==> src/rtl/rv32m_pkg.sv <==
// Shared RV32M constants: divide func3 codes, divider state encoding and default XLEN.
package rv32m_pkg;

    localparam int XLEN_DEFAULT = 32;

    localparam logic [2:0] F3_DIV  = 3'b100;
    localparam logic [2:0] F3_DIVU = 3'b101;
    localparam logic [2:0] F3_REM  = 3'b110;
    localparam logic [2:0] F3_REMU = 3'b111;

    typedef enum logic [1:0] {
        IDLE = 2'd0,
        CALC = 2'd1,
        FIX  = 2'd2,
        DONE = 2'd3
    } divState_t;

endpackage

==> src/rtl/rv32m_div_step.sv <==
// One combinational restoring-division step: shift {rem,quo} left, subtract divisor when it fits.
module rv32m_div_step #(
    parameter int XLEN = 32
) (
    input  logic [XLEN:0]   remIn,
    input  logic [XLEN-1:0] quoIn,
    input  logic [XLEN-1:0] divisor,
    output logic [XLEN:0]   remOut,
    output logic [XLEN-1:0] quoOut
);

    logic [XLEN:0] shifted;
    logic [XLEN:0] diff;
    logic          fits;

    // One extra bit keeps the shifted remainder exact, so the compare never wraps.
    assign shifted = (remIn << 1) | {{XLEN{1'b0}}, quoIn[XLEN-1]};
    assign diff    = shifted - {1'b0, divisor};
    assign fits    = (shifted >= {1'b0, divisor});

    assign remOut = fits ? diff : shifted;
    assign quoOut = {quoIn[XLEN-2:0], fits};

endmodule

==> src/rtl/rv32m_div_unit.sv <==
// Iterative radix-2 RV32M DIV/DIVU/REM/REMU unit; all outputs registered.
// Define DIV_EARLY_OUT_EN to let b=0, signed overflow and non-divide codes bypass the iteration.
module rv32m_div_unit
    import rv32m_pkg::*;
#(
    parameter int XLEN  = XLEN_DEFAULT,
    parameter int CNT_W = 6
) (
    input  logic            clk,
    input  logic            rst,
    input  logic            start,
    input  logic [2:0]      func3,
    input  logic [XLEN-1:0] a,
    input  logic [XLEN-1:0] b,
    output logic [XLEN-1:0] r,
    output logic            done,
    output logic            busy
);

    // state | meaning
    // IDLE  | waiting for start; operands captured on the accepting edge
    // CALC  | one restoring step per edge, XLEN steps
    // FIX   | apply signs and ISA special cases, load r, raise done
    // DONE  | drop done and busy, return to IDLE

    localparam logic [XLEN-1:0]  MIN_INT   = {1'b1, {(XLEN-1){1'b0}}};
    localparam logic [CNT_W-1:0] LAST_STEP = CNT_W'(XLEN-1);

    divState_t       state;
    logic            isRemReg, isDivReg, negQ, negR, bZero, ovf;
    logic [XLEN-1:0] aReg, divisor, quo;
    logic [XLEN:0]   rem;
    logic [CNT_W-1:0] cnt;

    logic            isSigned, signA, signB, inBZero, inOvf;
    logic [XLEN-1:0] absA, absB, quoS, remS, fixRes, quoStep;
    logic [XLEN:0]   remStep;

    assign isSigned = ~func3[0];
    assign signA    = isSigned & a[XLEN-1];
    assign signB    = isSigned & b[XLEN-1];
    assign absA     = signA ? -a : a;
    assign absB     = signB ? -b : b;
    assign inBZero  = (b == '0);
    assign inOvf    = isSigned & (a == MIN_INT) & (&b);

    rv32m_div_step #(.XLEN(XLEN)) u_step (
        .remIn  (rem),
        .quoIn  (quo),
        .divisor(divisor),
        .remOut (remStep),
        .quoOut (quoStep)
    );

    assign quoS = negQ ? -quo : quo;
    assign remS = negR ? -rem[XLEN-1:0] : rem[XLEN-1:0];

    always_comb begin
        fixRes = isRemReg ? remS : quoS;
        if (!isDivReg)
            fixRes = '0;
        else if (bZero)
            fixRes = isRemReg ? aReg : '1;
        else if (ovf)
            fixRes = isRemReg ? '0 : MIN_INT;
    end

    always_ff @(posedge clk) begin
        if (!rst) begin
            state    <= IDLE;
            r        <= '0;
            done     <= 1'b0;
            busy     <= 1'b0;
            cnt      <= '0;
            isRemReg <= 1'b0;
            isDivReg <= 1'b0;
            negQ     <= 1'b0;
            negR     <= 1'b0;
            bZero    <= 1'b0;
            ovf      <= 1'b0;
            aReg     <= '0;
            divisor  <= '0;
            quo      <= '0;
            rem      <= '0;
        end else begin
            case (state)
                IDLE: begin
                    if (start) begin
                        isRemReg <= func3[1];
                        isDivReg <= func3[2];
                        negQ     <= signA ^ signB;
                        negR     <= signA;
                        bZero    <= inBZero;
                        ovf      <= inOvf;
                        aReg     <= a;
                        divisor  <= absB;
                        quo      <= absA;
                        rem      <= '0;
                        cnt      <= '0;
                        busy     <= 1'b1;
`ifdef DIV_EARLY_OUT_EN
                        state    <= (inBZero | inOvf | ~func3[2]) ? FIX : CALC;
`else
                        state    <= CALC;
`endif
                    end
                end
                CALC: begin
                    rem <= remStep;
                    quo <= quoStep;
                    cnt <= cnt + CNT_W'(1);
                    if (cnt == LAST_STEP)
                        state <= FIX;
                end
                FIX: begin
                    r     <= fixRes;
                    done  <= 1'b1;
                    state <= DONE;
                end
                DONE: begin
                    done  <= 1'b0;
                    busy  <= 1'b0;
                    state <= IDLE;
                end
                default: state <= IDLE;
            endcase
        end
    end

endmodule

==> config.mk <==
export PLATFORM = sky130hd
export DESIGN_NAME = rv32m_div_unit
export DESIGN_NICKNAME = d
export VERILOG_FILES = /design/src/rtl/rv32m_pkg.sv /design/src/rtl/rv32m_div_step.sv /design/src/rtl/rv32m_div_unit.sv
export SDC_FILE = /design/constraint.sdc
export NUM_CORES = 1
export LEC_CHECK = 0
export BUFFER_PORTS_ARGS = -buffer_cell sky130_fd_sc_hd__buf_4
export CAP_MARGIN = 40
export CORE_MARGIN = 10
export CORE_UTILIZATION = 38
export CTS_BUF_LIST = sky130_fd_sc_hd__clkbuf_16
export CTS_CLUSTER_DIAMETER = 120
export DETAILED_ROUTE_END_ITERATION = 10
export PLACE_DENSITY_LB_ADDON = 0.3
export SLEW_MARGIN = 20
export SYNTH_ARGS = -nofsm -noshare
export SYNTH_HDL_FRONTEND = slang
export SYNTH_HIERARCHICAL = 1
export SYNTH_SLANG_ARGS = --single-unit
==> constraint.sdc <==
create_clock -name clk -period 8.8 [get_ports clk]
set_input_delay 0.44 -clock clk [delete_from_list [all_inputs] [get_ports clk]]
set_output_delay 0.44 -clock clk [all_outputs]
set_load 0.005 [all_outputs]
==> results.md, run 1 <==
* Reg-to-reg setup timing slack at around 5000 ps
* Final worst path period share at between 40 and 50%
* Number of antenna violations at the first check in global routing at 1
* Sw power at 1570 µW
* CTS Root Cell: clkbuf_16
* Unrepaired setup endpoints after global routing: no
* Power after layout at roughly 3400 µW
* Placement Setup Slack at 5040 ps
* Worst R2R Path Depth at 12
* Area grow syn2layout at 11.5%
* CTS tree: yes
* DRC at 0
* Post-synth net total at ~1800
* GRT met3 Usage at 2.54%
* Post-DRT Antenna Nets at 0
* CP Buf/Inv Count at 1
* DRT Pass-1 Iters at 6
* Final min period at ~3800 ps
* Synth Instances at 1708
* Final Hold Viols at 0
* WL per Instance at 19.4 µm
* Nets at approximately 1800
* Post-CTS setup buffer count at 0
* Status: finished clean
* Max-cap violations at 0
* Clock power share at 23.4%
* GRT Residual Overflow at 0
* Core area at 32500 µm²
* CP startpoint kind: flop
* Worst EP arrival at 4120 ps
* CTS H-tree lvls at 4
* Worst-path clk slew at roughly 80 ps
* Filler Cell Count at 3394
* Mapped cell area at 12500 µm²
* Relative slew slack at 42.3%
* Number of global-route vias before repair at 11566
* Gr usage total at approximately 20%
* Die Ht at between 200 and 250 µm
* PD cells at 247 nW/µm²
* Switch share at 45.5%
* Routability cong. at between 0.9 and 1
* Total CTS buffers at 17
* First-pass GRT wire length at 64900 µm
* Setup-failing EPs final at 0
* Num ports at 104
* PnR worst setup slack at 5010 ps
* Synth warn at 6
* WP depth at 12
* Max rail drop VDD at around 190 µV
* Combinational Power Share at 45.0%
* DIE AREA at 40700 µm²
* Sequential Area at 3520 µm²
* Slew Limit Fails at 0
* CTS Buffer Depth at 2
* Worst-case clock skew at 20.3 ps
* M1 GR Usage at 27.1%
* Latest clock arrival within the worst-skew pair at 450 ps
* CP required at 9120 ps
* Vias at approximately 13000
* Die width at just over 200 µm
* Worst-margin pin slew at about 860 ps
* Largest net degree at the start of global routing at 92
* TNS Setup at 0 ps
* Endpoint type of the worst setup path: flop
* Kind of cell adding the most delay to the critical path: compound AO/OA/AOI/OAI gates
* # port buffers at ~100
* Antenna cells at 0
* CP max stage cell: dfxtp_1
* Hold buffer count at cts at 0
* Std-Cell Rows at 66
* Largest stage delay, worst path at 470 ps
* Max Fclk at 264 MHz
* Sequential share of power at about a third
* Resized cells post-CTS at 0
* Layout cells sized above 1 at between 10% and 20%
* DR vias/cell at between 5 and 6
* Clock Sinks at 176
* Busiest layer in global routing: met2
* Drt total wl at between 40000 and 50000 µm
* Worst Hold Depth at 3
* Pint at 1880 µW
* Worst-path cell chain: ha_1 -> nor2b_1 -> o31a_1 -> o31ai_4 -> o221ai_2 -> a31o_1 -> a21o_1 -> a21oi_4 -> buf_4 -> mux2_2 -> a22oi_1 -> nor2_1
* DP HPWL at 31700 µm
* DRT iter0 DRCs at 1122
* Starting Density at between 30% and 40%
* Footprint of the multi-input gates at 8100 µm²
* Mean post-synth cell area at about 7.3 µm²
* Hold crit path type: input port to flop
* Critical path type: flop to flop
* Crit Path Max Fanout at a little over 40
* Leak pwr at 0.00536 µW
* Met2 track demand over resource at around 31%
## final timing paths
path | from | endpoint
min | func3[1] | isRemReg
max reg2reg | rem[0] | rem[18]
min reg2reg | aReg[6] | aReg[6]
max | rem[0] | rem[18]
## power groups by stage
| stage | sequential [µW] | clock, µW | combinational, µW |
|---|---|---|---|
| floorplan | 1050 | 0 | 1190 |
| global placement | 1100 | 0 | 1490 |
| detailed placement | 1110 | 0 | 1510 |
| CTS | 1090 | 817 | 1520 |
| global route | 1110 | 849 | 1710 |
| finish | 1090 | 806 | 1550 |
## layer usage
layer | part of all wire [%] | vias to the layer above | wire (µm)
met5 | 0.019 | - | 8
met3 | 5.2 | 59 | 2180
li1 | - | 6123 | -
met4 | 2.2 | 2 | 902
met1 | 47 | 6037 | 19600
met2 | 46 | 405 | 19200
## sequential cells by signal, summed over array words and instances (netlist names)
register / flops
quo: 32
r: 32
negR: 1
state: 2
busy: 1
done: 1
negQ: 1
ovf: 1
cnt: 6
aReg: 32
isRemReg: 1
divisor: 32
isDivReg: 1
bZero: 1
rem: 32
## placed cells by master (no fill, tap or decap), types with 42 or more instances in the layout
cell,instances
a21oi_1,125
ha_1,42
nand3_1,45
buf_4,117
o21ai_0,140
xnor2_1,68
nor2_1,164
inv_1,67
dfxtp_1,176
nand2_1,212
xor2_1,53
## per-stage QoR
step / cells / instance area, µm² / utilization (%) / hold slack, ps
after global routing: 2162 / 14000 / 43.0 / 259
after floorplan: 1708 / 12500 / - / 431
final: 2162 / 14000 / 43.0 / 239
after CTS: 2158 / 13900 / 42.8 / 226
after global placement: 2124 / 13300 / 40.9 / 443
after detailed placement: 2126 / 13300 / 40.9 / 450
## tightest hold or removal path: stages
cell     delay, ps
buf_4          110
nand2_1         40
a21oi_1         50
## layout make-up
type / count / share of cell area, %
inverter: 70 / 1.90
sequential: 176 / 25.2
tap: 442 / 3.95
clock buffer: 17 / 3.04
timing repair buffer: 121 / 6.67
multi-input combinational: 1321 / 57.9
clock inverter: 15 / 1.38
No activity file was read; power rests on OpenSTA's default activity.
==> inputs of run 2 (changes only) <==
--- a/config.mk
+++ b/config.mk
@@ -5,6 +5,7 @@
 export SDC_FILE = /design/constraint.sdc
 export NUM_CORES = 1
 export LEC_CHECK = 0
+export ABC_AREA = 1
 export BUFFER_PORTS_ARGS = -buffer_cell sky130_fd_sc_hd__buf_4
 export CAP_MARGIN = 40
 export CORE_MARGIN = 10
==> constraint.sdc (replaced) <==
create_clock -name clk -period 3.2 [get_ports clk]
set_input_delay 0.16 -clock clk [delete_from_list [all_inputs] [get_ports clk]]
set_output_delay 0.16 -clock clk [all_outputs]
set_load 0.005 [all_outputs]
==> run 2 against run 1 <==
Net effect: via count up 27%; core utilization up 0.095 points; die area up 12%; non-clock buffer count up 17; area after synthesis up 14%; clock power rose to 2.6 times the previous value; total power rose to 3.4 times the previous value; combinational power rose to 4.2 times the previous value; design area up 14%; largest power group unchanged; global-route usage up 2.6 points; clock skew down 12 ps.
==> results.md, run 2 <==
* Layout cells sized above 1 at 8.76% (was 10.3%)
* Die width at 214 µm (was 202 µm)
* Largest net degree at the start of global routing at 68 (was 92)
* Total CTS buffers at 17 (unchanged)
* Filler Cell Count at 3960 (was 3394)
* PD cells at 745 nW/µm² (was 247 nW/µm²)
* CTS Root Cell: clkbuf_16 (unchanged)
* Slew Limit Fails at 0 (unchanged)
* GRT Residual Overflow at 0 (unchanged)
* DIE AREA at 45700 µm² (was 40700 µm²)
* Commonest non-fill, non-tap cell in the layout: nand2_1 (unchanged)
* Setup-failing EPs final at 0 (unchanged)
* Area grow syn2layout at 11.3% (was 11.5%)
* DRC at 0 (unchanged)
* WL per Instance at 17.0 µm (was 19.4 µm)
* Synth warn at 6 (unchanged)
* Max-cap violations at 0 (unchanged)
* Worst-case clock skew at 8.22 ps (was 20.3 ps)
* Cell Area, Placed at 15200 µm² (was 13300 µm²)
* Drt total wl at 51400 µm (was 41800 µm)
* Synth Instances at 2483 (was 1708)
* Number of antenna violations at the first check in global routing at 0 (was 1)
* Post-CTS setup buffer count at 0 (unchanged)
* Critical path type: flop to flop (unchanged)
* Post-DRT Antenna Nets at 0 (unchanged)
* Nets at 2622 (was 1820)
* Die Ht at 214 µm (was 202 µm)
* Crit Path Max Fanout at 35 (was 41)
* DP HPWL at 39900 µm (was 31700 µm)
* Mapped cell area at 14300 µm² (was 12500 µm²)
* Finished Layout Cells at 3026 (was 2162)
* Final min period at 2650 ps (was 3790 ps)
* Most frequent cells in the layout: nand2_1, nor2_1, inv_1 (was nand2_1, dfxtp_1, nor2_1)
* CTS Buffer Depth at 2 (unchanged)
* Leak pwr at 0.00770 µW (was 0.00536 µW)
* First-pass GRT wire length at 80300 µm (was 64900 µm)
* Num ports at 104 (unchanged)
* Final Hold Viols at 0 (unchanged)
* Post-synth net total at 2596 (was 1821)
* Worst-path clk slew at 70 ps (was 80 ps)
* Routability cong. at 1.01 (was 0.941)
* DRT Pass-1 Iters at 7 (was 6)
* Max Fclk at 377 MHz (was 264 MHz)
* Final worst path period share at 82.9% (was 43.1%)
* CTS H-tree lvls at 4 (unchanged)
* CP startpoint kind: flop (unchanged)
* Endpoint type of the worst setup path: flop (unchanged)
* Starting Density at 38.7% (was 38.6%)
* TNS Setup at 0 ps (unchanged)
* Std-Cell Rows at 70 (was 66)
* CTS tree: yes (unchanged)
* DRT iter0 DRCs at 1718 (was 1122)
* Number of global-route vias before repair at 14336 (was 11566)
* Status: finished clean (unchanged)
* Clock Sinks at 176 (unchanged)
* Vias at 16094 (was 12626)
* Dpl cells at 2985 (was 2126)
* CP required at 3590 ps (was 9120 ps)
* Unrepaired setup endpoints after global routing: no (unchanged)
* Hold buffer count at cts at 9 (was 0)
* DR vias/cell at 5.32 (was 5.84)
* Max rail drop VDD at 586 µV (was 190 µV)
* Latest clock arrival within the worst-skew pair at 460 ps (was 450 ps)
* # port buffers at 103 (unchanged)
* Gr usage total at 22.2% (was 19.6%)
* Antenna cells at 0 (unchanged)
* Relative slew slack at 46.2% (was 42.3%)
* Core area at 36900 µm² (was 32500 µm²)
* Worst EP arrival at 3040 ps (was 4120 ps)
* Design Area, Final at 15900 µm² (was 14000 µm²)
* Hold crit path type: input port to flop (unchanged)
* Mean post-synth cell area at 5.75 µm² (was 7.34 µm²)
* Worst-margin pin slew at 808 ps (was 858 ps)
* Resized cells post-CTS at 0 (unchanged)
[run 2: per-layer routing]
| metal | up-vias | wire length, µm | track usage [%] |
|---|---|---|---|
| met5 | - | 0 | 0 |
| met4 | 0 | 1280 | 7.19 |
| met3 | 84 | 4040 | 3.27 |
| met2 | 679 | 22500 | 33.8 |
| met1 | 7331 | 23600 | 31.5 |
| li1 | 8000 | - | - |
[run 2: per-stage QoR]
step | util (%) | setup slack, ps | power [µW] | hold slack (ps)
after CTS | 43.1 | 525 | 11700 | 0.633
after global placement | 41.2 | 591 | 9550 | 434
after detailed placement | 41.3 | 563 | 9600 | 450
after floorplan | - | 1270 | 7920 | 308
after global routing | 43.1 | 327 | 12800 | 11.6
final | 43.1 | 548 | 11800 | 12.3
[run 2: worst paths after layout]
path	startpoint	to	slack, ps	cells past startpoint
min	b[0]	divisor[0]	10	3
max	rem[15]	rem[0]	550	14
max reg2reg	rem[15]	rem[0]	550	14
min reg2reg	r[20]	r[20]	470	2
[run 2: area by class of cell]
type	instances	area, µm²	share of cell area [%]
flip-flops and latches	176	3520	22.2
clock inverters	15	141	0.890
multi-input cells	1867	8890	56.0
repair buffers	138	1110	6.99
well taps	504	631	3.97
clock buffers	17	425	2.68
inverters	309	1160	7.31
[run 2: report_power, final]
| part | internal [µW] | switching (µW) |
|---|---|---|
| clock | 1040 | 1070 |
| combinational | 2100 | 4480 |
| sequential | 2640 | 503 |
| total | 5780 | 6060 |
[run 2: worst max-delay path: stages, from the launching register on]
cell and delay [ps]:
dfxtp_1 560, ha_1 350, nand2_1 190, inv_1 60, nand2_1 60, nand2_1 80, inv_1 60, nand2_1 70
inv_1 90, nand2_2 80, nand2_4 300, nand2_8 210, o21ai_0 210, nand2_1 80, a21oi_1 150
